--- src/rtl/accel_spi_sequencer.sv ---
// Brings up an ADXL362-style accelerometer through a byte-level SPI master
// handshake, then periodically burst-reads X/Y/Z and presents 12-bit samples.
`timescale 1ns/1ps
module accel_spi_sequencer #(
  parameter int unsigned STARTUP_CYCLES = 1000,
  parameter int unsigned SAMPLE_PERIOD  = 10000,
  parameter int unsigned CS_IDLE_CYCLES = 8,
  parameter logic [7:0]  DEVID_EXPECT   = 8'hAD
) (
  input  logic        clk,
  input  logic        reset,
  output logic [7:0]  o_Tx_Byte,
  output logic        o_Tx_Valid,
  input  logic        i_Tx_Ready,
  input  logic [7:0]  i_Rx_Byte,
  input  logic        i_Rx_Ready,
  output logic        o_CSLow,
  output logic [11:0] o_X,
  output logic [11:0] o_Y,
  output logic [11:0] o_Z,
  output logic        o_Sample_Valid,
  output logic        o_Ready,
  output logic        o_Id_Error
);

  localparam int unsigned WAIT_W = (STARTUP_CYCLES > 1) ? $clog2(STARTUP_CYCLES + 1) : 1;
  localparam int unsigned PER_W  = (SAMPLE_PERIOD > 1)  ? $clog2(SAMPLE_PERIOD + 1)  : 1;
  localparam int unsigned IDLE_W = (CS_IDLE_CYCLES > 1) ? $clog2(CS_IDLE_CYCLES + 1) : 1;

  localparam logic [7:0] CMD_WRITE     = 8'h0A;
  localparam logic [7:0] CMD_READ      = 8'h0B;
  localparam logic [7:0] REG_POWER_CTL = 8'h2D;
  localparam logic [7:0] PWR_MEASURE   = 8'h02;
  localparam logic [7:0] REG_XDATA_L   = 8'h0E;

  typedef enum logic [2:0] {
    WAIT_START, READ_ID, CFG, WAIT_SAMPLE, BURST, ERROR
  } state_t;

  // Per-transaction sub-phase: offer a byte, await its Rx echo, hold CS idle.
  typedef enum logic [1:0] {PH_TX, PH_RX, PH_IDLE} phase_t;

  state_t            r_state;
  phase_t            r_phase;
  logic [2:0]        r_idx;
  logic [WAIT_W-1:0] r_wait_cnt;
  logic [PER_W-1:0]  r_period_cnt;
  logic [IDLE_W-1:0] r_idle_cnt;
  logic [7:0]        r_xl;
  logic [3:0]        r_xh;
  logic [7:0]        r_yl;
  logic [3:0]        r_yh;
  logic [7:0]        r_zl;

  logic [7:0]        w_tx_byte;
  logic              w_last;
  logic              w_period_tick;

  assign w_period_tick = o_Ready && (r_period_cnt == PER_W'(SAMPLE_PERIOD - 1));

  // Byte to send and end-of-transaction flag for the current command.
  always_comb begin
    w_tx_byte = 8'h00;
    w_last    = 1'b0;
    case (r_state)
      READ_ID: begin
        w_tx_byte = (r_idx == 3'd0) ? CMD_READ : 8'h00;
        w_last    = (r_idx == 3'd2);
      end
      CFG: begin
        case (r_idx)
          3'd0:    w_tx_byte = CMD_WRITE;
          3'd1:    w_tx_byte = REG_POWER_CTL;
          default: w_tx_byte = PWR_MEASURE;
        endcase
        w_last = (r_idx == 3'd2);
      end
      BURST: begin
        case (r_idx)
          3'd0:    w_tx_byte = CMD_READ;
          3'd1:    w_tx_byte = REG_XDATA_L;
          default: w_tx_byte = 8'h00;
        endcase
        w_last = (r_idx == 3'd7);
      end
      default: ;
    endcase
  end

  // Sequencer FSM; starting a transaction drops CS one cycle ahead of the first byte.
  always_ff @(posedge clk or negedge reset) begin
    if (!reset) begin
      r_state        <= WAIT_START;
      r_phase        <= PH_TX;
      r_idx          <= '0;
      r_wait_cnt     <= '0;
      r_period_cnt   <= '0;
      r_idle_cnt     <= '0;
      r_xl           <= '0;
      r_xh           <= '0;
      r_yl           <= '0;
      r_yh           <= '0;
      r_zl           <= '0;
      o_Tx_Byte      <= '0;
      o_Tx_Valid     <= 1'b0;
      o_CSLow        <= 1'b1;
      o_X            <= '0;
      o_Y            <= '0;
      o_Z            <= '0;
      o_Sample_Valid <= 1'b0;
      o_Ready        <= 1'b0;
      o_Id_Error     <= 1'b0;
    end else begin
      o_Sample_Valid <= 1'b0;
      // Free-running sample period; a tick that lands mid-burst is simply lost.
      if (o_Ready) begin
        r_period_cnt <= w_period_tick ? '0 : r_period_cnt + PER_W'(1);
      end
      case (r_state)
        WAIT_START: begin
          if (r_wait_cnt == WAIT_W'(STARTUP_CYCLES - 1)) begin
            r_state <= READ_ID;
            r_phase <= PH_TX;
            r_idx   <= '0;
            o_CSLow <= 1'b0;
          end else begin
            r_wait_cnt <= r_wait_cnt + WAIT_W'(1);
          end
        end
        WAIT_SAMPLE: begin
          if (w_period_tick) begin
            r_state <= BURST;
            r_phase <= PH_TX;
            r_idx   <= '0;
            o_CSLow <= 1'b0;
          end
        end
        READ_ID, CFG, BURST: begin
          case (r_phase)
            PH_TX: begin
              if (!o_Tx_Valid) begin
                o_Tx_Valid <= 1'b1;
                o_Tx_Byte  <= w_tx_byte;
              end else if (i_Tx_Ready) begin
                o_Tx_Valid <= 1'b0;
                r_phase    <= PH_RX;
              end
            end
            PH_RX: begin
              if (i_Rx_Ready) begin
                r_idx <= r_idx + 3'd1;
                if (r_state == BURST) begin
                  case (r_idx)
                    3'd2:    r_xl <= i_Rx_Byte;
                    3'd3:    r_xh <= i_Rx_Byte[3:0];
                    3'd4:    r_yl <= i_Rx_Byte;
                    3'd5:    r_yh <= i_Rx_Byte[3:0];
                    3'd6:    r_zl <= i_Rx_Byte;
                    default: ;
                  endcase
                end
                if (w_last) begin
                  o_CSLow    <= 1'b1;
                  r_phase    <= PH_IDLE;
                  r_idle_cnt <= '0;
                  if (r_state == READ_ID && i_Rx_Byte != DEVID_EXPECT) begin
                    o_Id_Error <= 1'b1;
                    r_state    <= ERROR;
                  end
                  if (r_state == BURST) begin
                    o_X            <= {r_xh, r_xl};
                    o_Y            <= {r_yh, r_yl};
                    o_Z            <= {i_Rx_Byte[3:0], r_zl};
                    o_Sample_Valid <= 1'b1;
                    r_state        <= WAIT_SAMPLE;
                  end
                end else begin
                  r_phase <= PH_TX;
                end
              end
            end
            default: begin
              // CS is high here; configuration done, or idle gap before CFG.
              if (r_state == CFG) begin
                o_Ready      <= 1'b1;
                r_period_cnt <= '0;
                r_state      <= WAIT_SAMPLE;
              end else if (r_idle_cnt == IDLE_W'(CS_IDLE_CYCLES - 1)) begin
                r_state <= CFG;
                r_phase <= PH_TX;
                r_idx   <= '0;
                o_CSLow <= 1'b0;
              end else begin
                r_idle_cnt <= r_idle_cnt + IDLE_W'(1);
              end
            end
          endcase
        end
        default: begin
          o_CSLow    <= 1'b1;
          o_Tx_Valid <= 1'b0;
        end
      endcase
    end
  end

endmodule

--- config.mk ---
export PLATFORM = sky130hd
export DESIGN_NAME = accel_spi_sequencer
export DESIGN_NICKNAME = d
export VERILOG_FILES = /design/src/rtl/accel_spi_sequencer.sv
export SDC_FILE = /design/constraint.sdc
export NUM_CORES = 1
export LEC_CHECK = 0
export CAP_MARGIN = 20
export CELL_PAD_IN_SITES_DETAIL_PLACEMENT = 0
export CELL_PAD_IN_SITES_GLOBAL_PLACEMENT = 1
export CORE_MARGIN = 4
export CORE_UTILIZATION = 35
export DETAILED_ROUTE_END_ITERATION = 10
export PLACE_DENSITY_LB_ADDON = 0.08
export SYNTH_ARGS = -nofsm -noshare
export SYNTH_HDL_FRONTEND = slang
export SYNTH_SLANG_ARGS = --single-unit
--- constraint.sdc ---
create_clock -name clk -period 2.8 [get_ports clk]
set_clock_uncertainty 0.15 [all_clocks]
set_input_delay 0.7 -clock clk [delete_from_list [all_inputs] [get_ports clk]]
set_output_delay 0.7 -clock clk [all_outputs]
set_load 0.02 [all_outputs]
==> qor.yml, run 1 <==
power_and_ir_drop:
  intPower_mw: 3.192
  p_per_area_nw_per_um2: 584.8
  seqPwrFrac: 0.414
  p_sw_frac: 0.2011
  comb_power_share: 0.021
  power_leakage_nw: 3.226
  p_sw_mw: 0.8034
  peakVddDrop_v: 0.0003543
  clockPowerShare: 0.565
placed_design:
  gp_congestion: 0.7656
  hpwl_mm: 8.099
  port_buffers: 57
  postPlaceCellArea_um2: 6203
finish:
  layout_common_cells: "dfrtp_1 (113), clkdlybuf4s50_1 (56), mux2_2 (40), mux2_1 (38), buf_4 (29)"
  layout-drive-gt1-share: 0.2322
  layout.nets: 529
  area_growth_pct: 29.88
  antenna_cells: 0
  final_common_cell: "dfrtp_1"
  final_area_um2: 6832
critical_path:
  arrival_ns: 2.75
  cp.required_ns: 2.92
  r2r-end: "r_state[1]"
  path_class: "in2reg"
  reg2reg_from: "r_state[1]"
  critPathCaptureType: "flop"
  r2r_setup_slack_ns: 0.20
  reg2reg_depth: 6
  worstPathMaxFanout: 4
  critPathLaunchType: "primary input"
timing:
  hold_viol: 0
  max_freq_mhz: 380.0
  rsz0062_at_grt: "no"
  finalSetupViolCount: 0
  maxSlewViolCount: 0
  period_needed_ns: 2.632
  fin_worst_hold_slack_ns: 0.1344
  fin_crit_sh: 0.9398
  tns_ns: 0
routing:
  drc: 0
  avgViaCountPerCell: 4.962
  vias: 3498
  postRouteAntennaNets: 0
  drt_iter0_markers: 204
  routed_wl_mm: 11.50
  first_pass_iters: 6
  routedWlPerCell_um: 16.31
global_route:
  grt_max_degree: 63
  grt_pass1_wl_mm: 19.04
  grt_pass1_vias: 3703
  antenna_found_initial: 0
  grt_usage: 0.1448
  grt-ovfl-total: 0
cts:
  cts_tree: "yes"
  ctsResizeCount: 0
  cts_buffers: 17
  cts_hold_buf: 0
  cts_num_sinks: 114
  htreeDepth: 4
  cts_root_buf: "clkbuf_16"
  clk_path_buf_depth: 2
  clk_pin_slew_ns: 0.06
  postCtsSetupBuffers: 0
  clk_latency_ns: 0.41
yosys:
  synth_ff_type: "dfrtp_1"
  synthCells: 416
  yosysSeqAreaShare: 0.5426
  yosysWarnings: 0
  syn_area_um2: 5260
  synth_edf_count: 0
  synth.ff_latch_count: 114
  synth.avg_cell_area_um2: 12.64
  ys_async_sr_fraction: 1.000
  synth.distinct_cells: 70
floorplanning:
  die_w_um: 130.6
  coreArea_um2: 14640
  rows: 44
  initial_core_util: 0.3592
  fp.dieH_um: 130.6
  die_area_um2: 17050
  ios: 61
worst_hold_path:
  min_path_type: "in2async"
job:
  cap_violations: 0
run_status:
  status: "complete, no violations"
## critical path: stages
cell and delay (ns):
clkdlybuf4s50_1 0.52, nor4bb_1 0.07, buf_4 0.14, a21oi_1 0.23, o221ai_2 0.17, buf_4 0.18
o31a_1 0.22, or4_1 0.50
## logic make-up after synthesis
group,synth area share
buffers and inverters,0.03235
and+or+nand+nor,0.1389
adders and majority gates,0.02141
xor gates and xnor gates,0.03973
AOI/OAI and AO/OA,0.05162
DFF,0.5426
muxes,0.1727
other,0.0007129
## cells in the mapped netlist (all sizes together) (3+ instances only)
cell    instances  share of area
dfrtp         113           0.54
mux2           78           0.17
nor2           28          0.020
nand2          25          0.018
nand3          14          0.013
xor2           13          0.022
buf            12          0.020
inv            10         0.0071
xnor2          10          0.018
a21oi           9         0.0086
ha              9          0.021
nand4           8          0.011
o21ai           8         0.0083
nor3            7         0.0076
nand2b          6         0.0071
and3            5         0.0062
clkbuf          5         0.0055
nor4            4         0.0076
mux2i           3         0.0057
nand3b          3         0.0043
o22ai           3         0.0036
## registers in the layout (all words and copies together) (netlist names)
register / count
o_Z: 12
r_period_cnt: 14
r_idle_cnt: 4
o_Id_Error: 1
r_yh: 4
r_yl: 8
o_Ready: 1
r_state: 3
o_Tx_Byte: 5
o_Sample_Valid: 1
o_Tx_Valid: 1
r_wait_cnt: 10
r_idx: 3
r_phase: 2
r_zl: 8
r_xh: 4
o_Y: 12
o_X: 12
r_xl: 8
o_CSLow: 1
## cell type report
type	instances	area [µm²]
Clock buffer	19	442.9
Fill cell	1347	7812
Multi-Input combinational cell	277	2243
Sequential cell	114	2854
Tap cell	184	230.2
Inverter	10	37.54
Clock inverter	13	185.2
Timing Repair Buffer	88	838.3
## worst max path at each step
stage / slack [ns] / from / endpoint
after global placement: -0.20 / i_Rx_Byte[6] / r_state[1]
after global routing: 0.06 / i_Rx_Byte[4] / r_state[1]
after CTS: 0.19 / i_Rx_Byte[4] / r_state[1]
after floorplan: 0.42 / o_Ready / r_state[1]
after detailed placement: -0.24 / i_Rx_Byte[1] / r_state[1]
final: 0.17 / i_Rx_Byte[6] / r_state[1]
## through the flow
step / worst slack, ns / cells / util / total power, mW
after floorplan: 0.4184 / 418 / - / 1.696
after global placement: -0.1984 / 673 / 0.4236 / 1.771
after detailed placement: -0.2376 / 673 / 0.4236 / 1.772
after CTS: 0.1941 / 705 / 0.4665 / 4.063
after global routing: 0.05732 / 705 / 0.4665 / 4.144
final: 0.1685 / 705 / 0.4665 / 3.995
## power groups by stage
stage	combinational, mW	clock (mW)	sequential [mW]
3_5_place_dp	0.0896	0	1.68
2_1_floorplan	0.0142	0	1.68
5_1_grt	0.0979	2.39	1.65
4_1_cts	0.0896	2.32	1.65
3_3_place_gp	0.0888	0	1.68
6_report	0.0853	2.26	1.65
## layer usage
layer	GRT usage	part of all wire	up-vias
met4	0.05324	0.013	0
met2	0.2243	0.47	54
met3	0.04065	0.032	11
li1	-	-	1669
met1	0.1949	0.48	1764
met5	0	0	-
(Power assumes the default switching activity.)
==> run 2: changes to the inputs <==
- clock period: 2.8 -> 2.52 ns (I/O delays scaled with it)
==> qor.yml, run 2 (same netlist as run 1, synthesis figures left out) <==
routing:
  avgViaCountPerCell: 4.897
  routedWlPerCell_um: 16.00
  postRouteAntennaNets: 0
  vias: 3599
  routed_wl_mm: 11.76
  first_pass_iters: 4
  drt_iter0_markers: 204
  drc: 0
critical_path:
  critPathSlowestCell: "or4_4"
  r2r_setup_slack_ns: 0.05
  path_class: "in2reg"
  critPathCaptureType: "flop"
  reg2reg_from: "r_state[0]"
  arrival_ns: 2.59
  slowest_delay_ns: 0.51
  critPathLaunchType: "primary input"
  worstPathMaxFanout: 4
  reg2reg_depth: 6
  cp.required_ns: 2.64
  r2r-end: "r_state[1]"
  worstPathCellList: "clkdlybuf4s50_1 > and4b_1 > a21oi_4 > o221ai_2 > buf_4 > o31a_1 > or4_4"
finish:
  layout-drive-gt1-share: 0.2868
  fill_cells: 1320
  top_register: "r_period_cnt"
  layout.nets: 560
  area_growth_pct: 35.56
  final_common_cell: "dfrtp_1"
  layout_common_cells: "dfrtp_1 (111), buf_4 (57), clkdlybuf4s50_1 (56), mux2_2 (40), mux2_1 (38)"
  final_core_util: 0.4869
  largest_register_ffs: 14
  antenna_cells: 0
  seq_area_um2: 2856
  multiInputGateArea_um2: 2297
floorplanning:
  initial_core_util: 0.3592
  rows: 44
  die_w_um: 130.6
  ios: 61
  coreArea_um2: 14640
  die_area_um2: 17050
  fp.dieH_um: 130.6
job:
  cap_violations: 0
placed_design:
  pre_cts_ws_ns: -0.4803
  hpwl_mm: 8.499
  gp_congestion: 0.8157
  port_buffers: 57
cts:
  clk_pin_slew_ns: 0.05
  clk_path_buf_depth: 2
  htreeDepth: 4
  cts_hold_buf: 0
  cts_tree: "yes"
  cts_root_buf: "clkbuf_16"
  cts_buffers: 17
  cts_num_sinks: 114
  clk_latency_ns: 0.41
power_and_ir_drop:
  intPower_mw: 3.495
  power_leakage_nw: 3.388
  p_sw_frac: 0.1982
  p_sw_mw: 0.8637
  total_power_mw: 4.358
  seqPwrFrac: 0.422
  peakVddDrop_v: 0.0003598
  clockPowerShare: 0.556
  p_per_area_nw_per_um2: 611.2
  comb_power_share: 0.023
global_route:
  grt-ovfl-total: 0
  grt_usage: 0.1486
  grt_pass1_vias: 3746
  antenna_found_initial: 0
  grt_max_degree: 38
  grt_pass1_wl_mm: 19.49
timing:
  finalSetupViolCount: 0
  period_needed_ns: 2.478
  max_freq_mhz: 403.6
  fin_worst_hold_slack_ns: 0.03010
  fin_crit_sh: 0.9833
  setup_ws_ns: 0.04201
  maxSlewViolCount: 0
  hold_viol: 0
worst_hold_path:
  min_path_type: "in2async"
run_status:
  status: "complete, no violations"
## run 2: worst max-delay path by stage
| stage | slack (ns) | startpoint | to | depth (start not counted) |
|---|---|---|---|---|
| after global placement | -0.40 | i_Rx_Byte[6] | r_state[1] | 8 |
| after floorplan | 0.14 | o_Ready | r_state[1] | 5 |
| after detailed placement | -0.48 | i_Rx_Byte[6] | r_state[1] | 8 |
| after CTS | 0.02 | i_Rx_Byte[6] | r_state[1] | 8 |
| final | 0.04 | i_Rx_Byte[1] | r_state[1] | 7 |
| after global routing | -0.003 | r_wait_cnt[1] | r_state[1] | 6 |
## run 2: per-stage QoR
stage	cell area [µm²]	TNS, ns	cells
floorplan	5268	0	418
global placement	6389	-7.258	696
detailed placement	6389	-8.351	696
CTS	7024	0	728
global route	7131	-0.003132	735
finish	7131	0	735
## run 2: area by class of cell
type / instances / share of cell area
clock buffers: 22 / 0.06650
clock inverters: 9 / 0.01825
inverters: 10 / 0.005264
multi-input cells: 277 / 0.3222
flip-flops and latches: 114 / 0.4006
well taps: 184 / 0.03229
repair buffers: 119 / 0.1549
## run 2: metal layers
layer	track usage	wire [µm]	up-vias
met3	0.04268	439	12
met5	0	0	-
met2	0.2336	5589	61
met1	0.1963	5562	1782
met4	0.05445	168	0
li1	-	-	1744
## run 2: power groups by stage
stage	Combinational [mW]	Sequential (mW)	Clock [mW]
finish	0.0984	1.84	2.42
global route	0.112	1.84	2.59
CTS	0.103	1.84	2.49
detailed placement	0.103	1.87	0
global placement	0.102	1.87	0
floorplan	0.0158	1.87	0
## run 2: worst max-delay path: cells and delay by family
kind                   cells  cell delay [ns]
and+or+nand+nor            2             0.75
AOI/OAI and AO/OA          3             0.56
buffers and inverters      2             0.65
## run 2: timing repair
item | 4_1_cts | 5_1_grt
setup endpoints to repair | 2 | 1
gates resized for setup | 4 | 9
gates cloned | 0 | 1
pin swaps | 0 | 2
buffers inserted | 1 | 6
